`src/rtl/space_ctrl_pkg.sv`:
```
// Shared types and constants for the main controller's register-bus arbitration.
package space_ctrl_pkg;

    typedef enum logic [1:0] {
        IDLE = 2'd0,
        GNT0 = 2'd1,
        GNT1 = 2'd2
    } state_t;

    localparam logic REQ_M0 = 1'b0;
    localparam logic REQ_M1 = 1'b1;

    // Wide enough for any practical bus; users slice it down to DATA_WIDTH.
    localparam int unsigned ERR_RDATA_MAX_WIDTH = 256;
    localparam logic [ERR_RDATA_MAX_WIDTH-1:0] ERR_RDATA = '1;

endpackage

```
`src/rtl/reg_bus_arbiter.sv`:
```
// Round-robin arbiter sharing one register bus between the Wishbone host (m0)
// and the UART command decoder (m1), with a watchdog that ends stalled accesses.
module reg_bus_arbiter
    import space_ctrl_pkg::*;
#(
    parameter int ADDR_WIDTH     = 32,
    parameter int DATA_WIDTH     = 32,
    parameter int TIMEOUT_CYCLES = 255
) (
    input  logic                    clk,
    input  logic                    rst,

    input  logic                    m0_valid_i,
    input  logic                    m0_we_i,
    input  logic [DATA_WIDTH/8-1:0] m0_wstrb_i,
    input  logic [ADDR_WIDTH-1:0]   m0_adr_i,
    input  logic [DATA_WIDTH-1:0]   m0_wdata_i,
    output logic                    m0_ready_o,
    output logic                    m0_err_o,
    output logic [DATA_WIDTH-1:0]   m0_rdata_o,

    input  logic                    m1_valid_i,
    input  logic                    m1_we_i,
    input  logic [DATA_WIDTH/8-1:0] m1_wstrb_i,
    input  logic [ADDR_WIDTH-1:0]   m1_adr_i,
    input  logic [DATA_WIDTH-1:0]   m1_wdata_i,
    output logic                    m1_ready_o,
    output logic                    m1_err_o,
    output logic [DATA_WIDTH-1:0]   m1_rdata_o,

    output logic                    s_valid_o,
    output logic                    s_we_o,
    output logic [DATA_WIDTH/8-1:0] s_wstrb_o,
    output logic [ADDR_WIDTH-1:0]   s_adr_o,
    output logic [DATA_WIDTH-1:0]   s_wdata_o,
    input  logic                    s_ready_i,
    input  logic [DATA_WIDTH-1:0]   s_rdata_i,

    output logic [1:0]              grant_o
);

    localparam logic [7:0]            TIMEOUT_LAST = 8'(TIMEOUT_CYCLES - 1);
    localparam logic [DATA_WIDTH-1:0] ERR_WORD     = ERR_RDATA[DATA_WIDTH-1:0];

    state_t     state, state_next;
    logic       last_grant;
    logic [7:0] wait_count;
    logic       grant_take;
    logic       grant_idx;
    logic       owner_valid;
    logic       timed_out;
    logic       finish;

    // NOTE: sequential state uses <= so every register samples pre-edge values.
    always_ff @(posedge clk or posedge rst) begin
        if (rst) state <= IDLE;
        else     state <= state_next;
    end

    always_comb begin
        // NOTE: every output gets a default first so no path infers a latch.
        state_next  = state;
        grant_take  = 1'b0;
        grant_idx   = REQ_M0;
        owner_valid = 1'b0;
        timed_out   = 1'b0;
        finish      = 1'b0;
        m0_ready_o  = 1'b0;
        m0_err_o    = 1'b0;
        m0_rdata_o  = '0;
        m1_ready_o  = 1'b0;
        m1_err_o    = 1'b0;
        m1_rdata_o  = '0;

        case (state)
            IDLE: begin
                if (m0_valid_i && m1_valid_i) begin
                    grant_take = 1'b1;
                    grant_idx  = (last_grant == REQ_M1) ? REQ_M0 : REQ_M1;
                end else if (m0_valid_i || m1_valid_i) begin
                    grant_take = 1'b1;
                    grant_idx  = m1_valid_i ? REQ_M1 : REQ_M0;
                end
                if (grant_take) state_next = (grant_idx == REQ_M0) ? GNT0 : GNT1;
            end
            GNT0, GNT1: begin
                // A dropped request aborts silently, even if the slave answers now.
                owner_valid = (state == GNT0) ? m0_valid_i : m1_valid_i;
                timed_out   = !s_ready_i && (wait_count == TIMEOUT_LAST);
                finish      = owner_valid && (s_ready_i || timed_out);
                if (!owner_valid || finish) state_next = IDLE;
                if (finish) begin
                    if (state == GNT0) begin
                        m0_ready_o = 1'b1;
                        m0_err_o   = timed_out;
                        m0_rdata_o = timed_out ? ERR_WORD : s_rdata_i;
                    end else begin
                        m1_ready_o = 1'b1;
                        m1_err_o   = timed_out;
                        m1_rdata_o = timed_out ? ERR_WORD : s_rdata_i;
                    end
                end
            end
            default: state_next = IDLE;
        endcase
    end

    assign grant_o = {state == GNT1, state == GNT0};

    // Slave fields are captured once at grant so requester-side changes cannot leak in.
    always_ff @(posedge clk or posedge rst) begin
        if (rst) begin
            s_valid_o  <= 1'b0;
            s_we_o     <= 1'b0;
            s_wstrb_o  <= '0;
            s_adr_o    <= '0;
            s_wdata_o  <= '0;
            wait_count <= '0;
            last_grant <= REQ_M1;
        end else if (grant_take) begin
            s_valid_o  <= 1'b1;
            s_we_o     <= (grant_idx == REQ_M0) ? m0_we_i    : m1_we_i;
            s_wstrb_o  <= (grant_idx == REQ_M0) ? m0_wstrb_i : m1_wstrb_i;
            s_adr_o    <= (grant_idx == REQ_M0) ? m0_adr_i   : m1_adr_i;
            s_wdata_o  <= (grant_idx == REQ_M0) ? m0_wdata_i : m1_wdata_i;
            wait_count <= '0;
            last_grant <= grant_idx;
        end else if (state != IDLE) begin
            if (state_next == IDLE)       s_valid_o  <= 1'b0;
            else if (wait_count != 8'hFF) wait_count <= wait_count + 8'd1;
        end
    end

endmodule

```
`config.mk`:
```
export PLATFORM = sky130hd
export DESIGN_NAME = reg_bus_arbiter
export DESIGN_NICKNAME = d
export VERILOG_FILES = /design/src/rtl/space_ctrl_pkg.sv /design/src/rtl/reg_bus_arbiter.sv
export SDC_FILE = /design/constraint.sdc
export NUM_CORES = 1
export LEC_CHECK = 0
export ABC_AREA = 1
export CAP_MARGIN = 10
export CORE_AREA = 2 2 122 124
export CTS_CLUSTER_DIAMETER = 50
export DETAILED_ROUTE_END_ITERATION = 16
export DIE_AREA = 0 0 124 126
export HOLD_SLACK_MARGIN = 0.15
export PLACE_DENSITY = 0.76
export SYNTH_ARGS = -nofsm -noshare
export SYNTH_HDL_FRONTEND = slang
export SYNTH_SLANG_ARGS = --single-unit
```
`constraint.sdc`:
```
create_clock -name clk -period 3.6 [get_ports clk]
set_input_delay 1.08 -clock clk [delete_from_list [all_inputs] [get_ports clk]]
set_output_delay 1.08 -clock clk [all_outputs]
set_load 0.1 [all_outputs]
```
After elaboration in Yosys (flattened, before gate mapping)
Cells that the tools add are included.
{"block": "classes", "n_reduce_logical": 17, "n_eq_ne": 5, "muxes": 45, "addsub": 1}
{"op": "$mux W32", "count": 9}
{"op": "$mux W8", "count": 4}
{"op": "$mux W1", "count": 27}
{"op": "$add A8 B1 Y8 const B", "count": 1}
{"op": "$eq A8 B8 Y1 const B", "count": 1}
{"op": "$ne A8 B8 Y1 const B", "count": 1}
{"op": "$reduce_bool A2 Y1", "count": 4}
{"op": "$mux W2", "count": 3}
{"op": "$logic_not A2 Y1", "count": 2}
{"op": "$mux W4", "count": 1}
{"op": "$pmux W2 S2", "count": 1}
{"op": "$logic_and A1 B1 Y1", "count": 3}
{"op": "$logic_or A1 B1 Y1", "count": 3}
{"op": "$reduce_and A3 Y1", "count": 1}
{"op": "$eq A2 B1 Y1 const B", "count": 1}
{"op": "$eq A2 B2 Y1 const B", "count": 1}
{"op": "$logic_not A1 Y1", "count": 2}
{"op": "$ne A2 B2 Y1 const B", "count": 1}
{"op": "$reduce_and A2 Y1", "count": 1}
{"op": "$reduce_or A2 Y1", "count": 1}
{"block": "word_totals", "in_bits": 175, "out_inout_bits": 140, "wordCells": 76, "ff_bits": 81}

Longest topological paths before layout
{"block": "logic_depth", "word_depth": 11, "depth_mapped": 12, "mapped_depth_nobuf": 12}

Worst setup path after synthesis
No wires, ideal clock.
{"block": "synth_timing", "kind": "register to output", "from": "reg state[1]", "to": "out m0_rdata_o[11]", "stages_incl_launch_ff": 8, "slack_ns": -1.308, "arrival_ns": 3.828, "required_ns": 2.520, "path_cell_list": "dfrtp_1 -> inv_1 -> ha_1 -> nand2_1 -> a21oi_4 -> nand2_2 -> buf_6 -> nor2_1"}
{"block": "synth_via", "elab_chain_len": 5, "word_cells_on_any_way": 8, "cone_classes": "eq/ne (2); mux (4); reduce/logical (2)"}
{"element": "from (decl)", "line_no": "reg_bus_arbiter.sv:45", "rtl": "state_t state, state_next;"}
{"element": "from (signal assigned)", "line_no": "reg_bus_arbiter.sv:57", "rtl": "else state <= state_next;"}
{"element": "$eq A2 B1 Y1 *"}
{"element": "named net grant_o[0]", "line_no": "reg_bus_arbiter.sv:39", "rtl": "output logic [1:0] grant_o"}
{"element": "$mux W1", "line_no": "reg_bus_arbiter.sv:88", "rtl": "owner_valid = (state == GNT0) ? m0_valid_i : m1_valid_i;"}
{"element": "$logic_and A1 B1 Y1", "line_no": "reg_bus_arbiter.sv:90", "rtl": "finish = owner_valid && (s_ready_i || timed_out);"}
{"element": "$mux W32", "line_no": "reg_bus_arbiter.sv:92", "rtl": "if (finish) begin"}
{"element": "$mux W32 *", "line_no": "reg_bus_arbiter.sv:75", "rtl": "case (state)"}
{"element": "to (decl)", "line_no": "reg_bus_arbiter.sv:20", "rtl": "output logic [DATA_WIDTH-1:0] m0_rdata_o,"}
The timed path passes the listed nets; every way through them passes the cells marked *.

Worst setup path in the final report
{"block": "layout_timing", "from": "in m0_valid_i", "to": "out m0_rdata_o[31]"}
{"block": "layout_via", "elab_chain_len": 4}
{"element": "from (decl)", "line_no": "reg_bus_arbiter.sv:13", "rtl": "input logic m0_valid_i,"}
{"element": "$mux W1", "line_no": "reg_bus_arbiter.sv:88"}
{"element": "$logic_and A1 B1 Y1", "line_no": "reg_bus_arbiter.sv:90"}
{"element": "$mux W32", "line_no": "reg_bus_arbiter.sv:92"}
{"element": "$mux W32", "line_no": "reg_bus_arbiter.sv:75"}
No other way between the ends.

==> flow_metrics.tcl <==
set metrics [dict create \
    wl_per_cell_um 14.2 \
    crit_fanout 13 \
    fmax_mhz 284 \
    fin_skew_ns 0.00738 \
    ioPinCount 315 \
    clk_latency_ns 0.34 \
    synth_fp_nets 880 \
    die_area_mm2 0.0156 \
    ant_nets 0 \
    drt-initial-drc-count 227 \
    worstPathRequired_ns 2.52 \
    diodes 0 \
    syn-instance-count 699 \
    remaining_drc_errors 0 \
    cts-root-buf "clkbuf_16" \
    path_delay_family "buffers and inverters" \
    drive_gt1_share_pct 29.5 \
    routed_wl_um 17100 \
    yosysSeqAreaShare_pct 41.6 \
    fin_ws_ns 0.0820 \
    hold_ws_ns 0.461 \
    critical_path_class "in -> out" \
    area_growth_pct 99.1 \
    n_fill_cell 1135 \
    cts-buffers-inserted 9 \
    p_leak_nw 4.71 \
    maxCapViolCount 0 \
    slew_headroom_pct 68.0 \
    crit_path_frequent_cell "buf_12" \
    final_common_cell "clkdlybuf4s50_1" \
    portBuffers 314 \
    hold_viol 0 \
    peakVddDrop_mv 0.936 \
    setup_violations 0 \
    regArea_mm2 0.00203 \
    fin_area_mm2 0.00971 \
    post-route-period-util_pct 97.7 \
    cts_sinks 81 \
    worstMarginPinSlew_ns 0.480 \
    crit_arrival_ns 2.44 \
    grt_use_total_pct 22.1 \
    ys_ff_latch 81 \
    firstDrtPassIters 6 \
    crit_path_end_kind "output pin" \
    worst-path-buf-inv 3 \
    hp-class "reg -> reg" \
    cts_tree "done" \
    slew_viol_final 0 \
    nets 1190 \
    final.min_clock_period_ns 3.52 \
    drt-vias-per-instance 4.53 \
    pre_cts_ws_ns -0.0916 \
    rows 44 \
    grt_max_degree 105 \
    ctsHtreeMaxLevel 3 \
    rsz0062_at_grt "false" \
    ys_types 29 \
    startpoint_type "primary input" \
    crit_chain "clkdlybuf4s50_1, nand2_1, a21oi_4, nand2_4, buf_12, nor2_4, buf_12" \
    avgSynthCellArea_um2 6.98 \
    grt_overflow 0 \
    num_vias 5432 \
    initial_core_util_pct 34.1 \
    dpl-instance-area_mm2 0.00939 \
    grt_pass1_vias 5373 \
    coreArea_mm2 0.0143 \
    power-per-cell-area_mw_per_mm2 945 \
    die_h_um 126 \
    cp_slowest_stage_delay_ns 0.48 \
    synth_area_mm2 0.00488 \
    yosys_warnings 0 \
    clk_path_buf_depth 2 \
    final_cell_mix "clkdlybuf4s50_1 (173), nand2_1 (162), inv_1 (110)" \
    die_x_um 124 \
    grt_pass1_wl_um 26900 \
    slowest_stage "clkdlybuf4s50_1" \
    clk_pin_slew_ns 0.06 \
    dp_hpwl_um 13800 \
    routabilityCongestion 0.820 \
    multiInputGateArea_mm2 0.00269 \
    outcome "completed" \
    antenna_found_initial 0 \
]
-- final timing paths --
kind	start	to	slack, ns	cells past startpoint
setup reg to reg	state[1]$_DFF_PP0_	s_adr_o[2]$_DFFE_PP0P_	1.55	7
hold reg to reg	last_grant$_DFFE_PP1P_	last_grant$_DFFE_PP1P_	0.46	2
setup / recovery	m0_valid_i	m0_rdata_o[31]	0.08	7
max in group asynchronous	rst	s_wdata_o[18]$_DFFE_PP0P_	1.91	3
min in group asynchronous	rst	s_adr_o[24]$_DFFE_PP0P_	1.08	2
hold / removal	last_grant$_DFFE_PP1P_	last_grant$_DFFE_PP1P_	0.46	2
-- metrics by stage --
step,cells,total power [mW],setup TNS (ns),utilization (%)
floorplan,699,6.49,-8.79,-
global placement,1181,8.18,-2.93,65.6
detailed placement,1181,8.26,-3.34,65.6
CTS,1197,9.24,0,67.8
global route,1198,9.61,0,67.9
finish,1198,9.18,0,67.9
-- synthesized netlist by cell type --
master    instances  share of area [%]
a21oi_1          71                7.3
a21oi_2           2               0.36
a21oi_4           1               0.33
buf_2            10                1.0
buf_4             1               0.15
buf_6             6                1.4
clkbuf_1         21                1.6
clkbuf_2          3               0.31
dfrtp_1          80                 41
dfstp_2           1               0.54
ha_1              6                1.5
inv_1           119                9.2
inv_2             5               0.38
nand2_1         163                 13
nand2_2           4               0.51
nand2_4           3               0.69
nand3_1          15                1.5
nand3b_1          1               0.15
nand4_1           8                1.0
nor2_1           62                4.8
nor2_2            5               0.64
nor2_4            2               0.46
nor3_1            1               0.10
o211ai_1          1               0.15
o21ai_0          70                7.2
o21ai_1           1               0.10
or2_1            12                1.5
or2_2            20                2.6
xor2_1            5               0.90
-- routing by layer --
metal / vias to the layer above / track usage [%] / routed length [µm]
met5: - / 0 / 0
met4: 0 / 7.93 / 481
met3: 26 / 7.47 / 1750
met2: 224 / 39.6 / 8580
met1: 2422 / 24.0 / 6250
li1: 2760 / - / -
-- flip-flops by register name (all words and copies together) (netlist names) --
name,cells
last_grant,1
s_adr_o,32
s_valid_o,1
s_wdata_o,32
s_we_o,1
s_wstrb_o,4
state,2
wait_count,8
-- kinds of logic (layout without fill, tap and decap cells) --
logic type | Yosys count | count (layout) | share of synthesized area (%)
and+or+nand+nor | 296 | 296 | 26.5
buffers and inverters | 165 | 480 | 14.0
AOI/OAI and AO/OA | 146 | 146 | 15.4
DFF | 81 | 81 | 41.6
adders and majority gates | 6 | 6 | 1.54
xor gates and xnor gates | 5 | 5 | 0.898
-- what timing repair did --
action,in CTS,in global routing
hold buffers,0,0
resized for setup,8,0
pin swaps,0,1
endpoints found under the setup margin,65,25
endpoints found under the hold margin,0,0
setup buffers,0,1
-- final cells by class --
class	instances	area share [%]
clock buffer	12	2.74
clock inverter	4	0.515
inverter	124	4.87
multi-input combinational	453	27.7
sequential	81	20.9
tap	184	2.37
timing repair buffer	340	40.9
-- tightest hold or removal path, stage by stage, from the launching register on --
cell and delay (ns):
dfstp_2 0.37, nand2_1 0.05, nand2_1 0.04
-- where the power goes --
group	switching (mW)	internal [mW]
clock network	0.359	0.592
logic	5.06	1.57
registers	0.251	1.35
total	5.67	3.51
No activity file was read; power rests on OpenSTA's default activity.
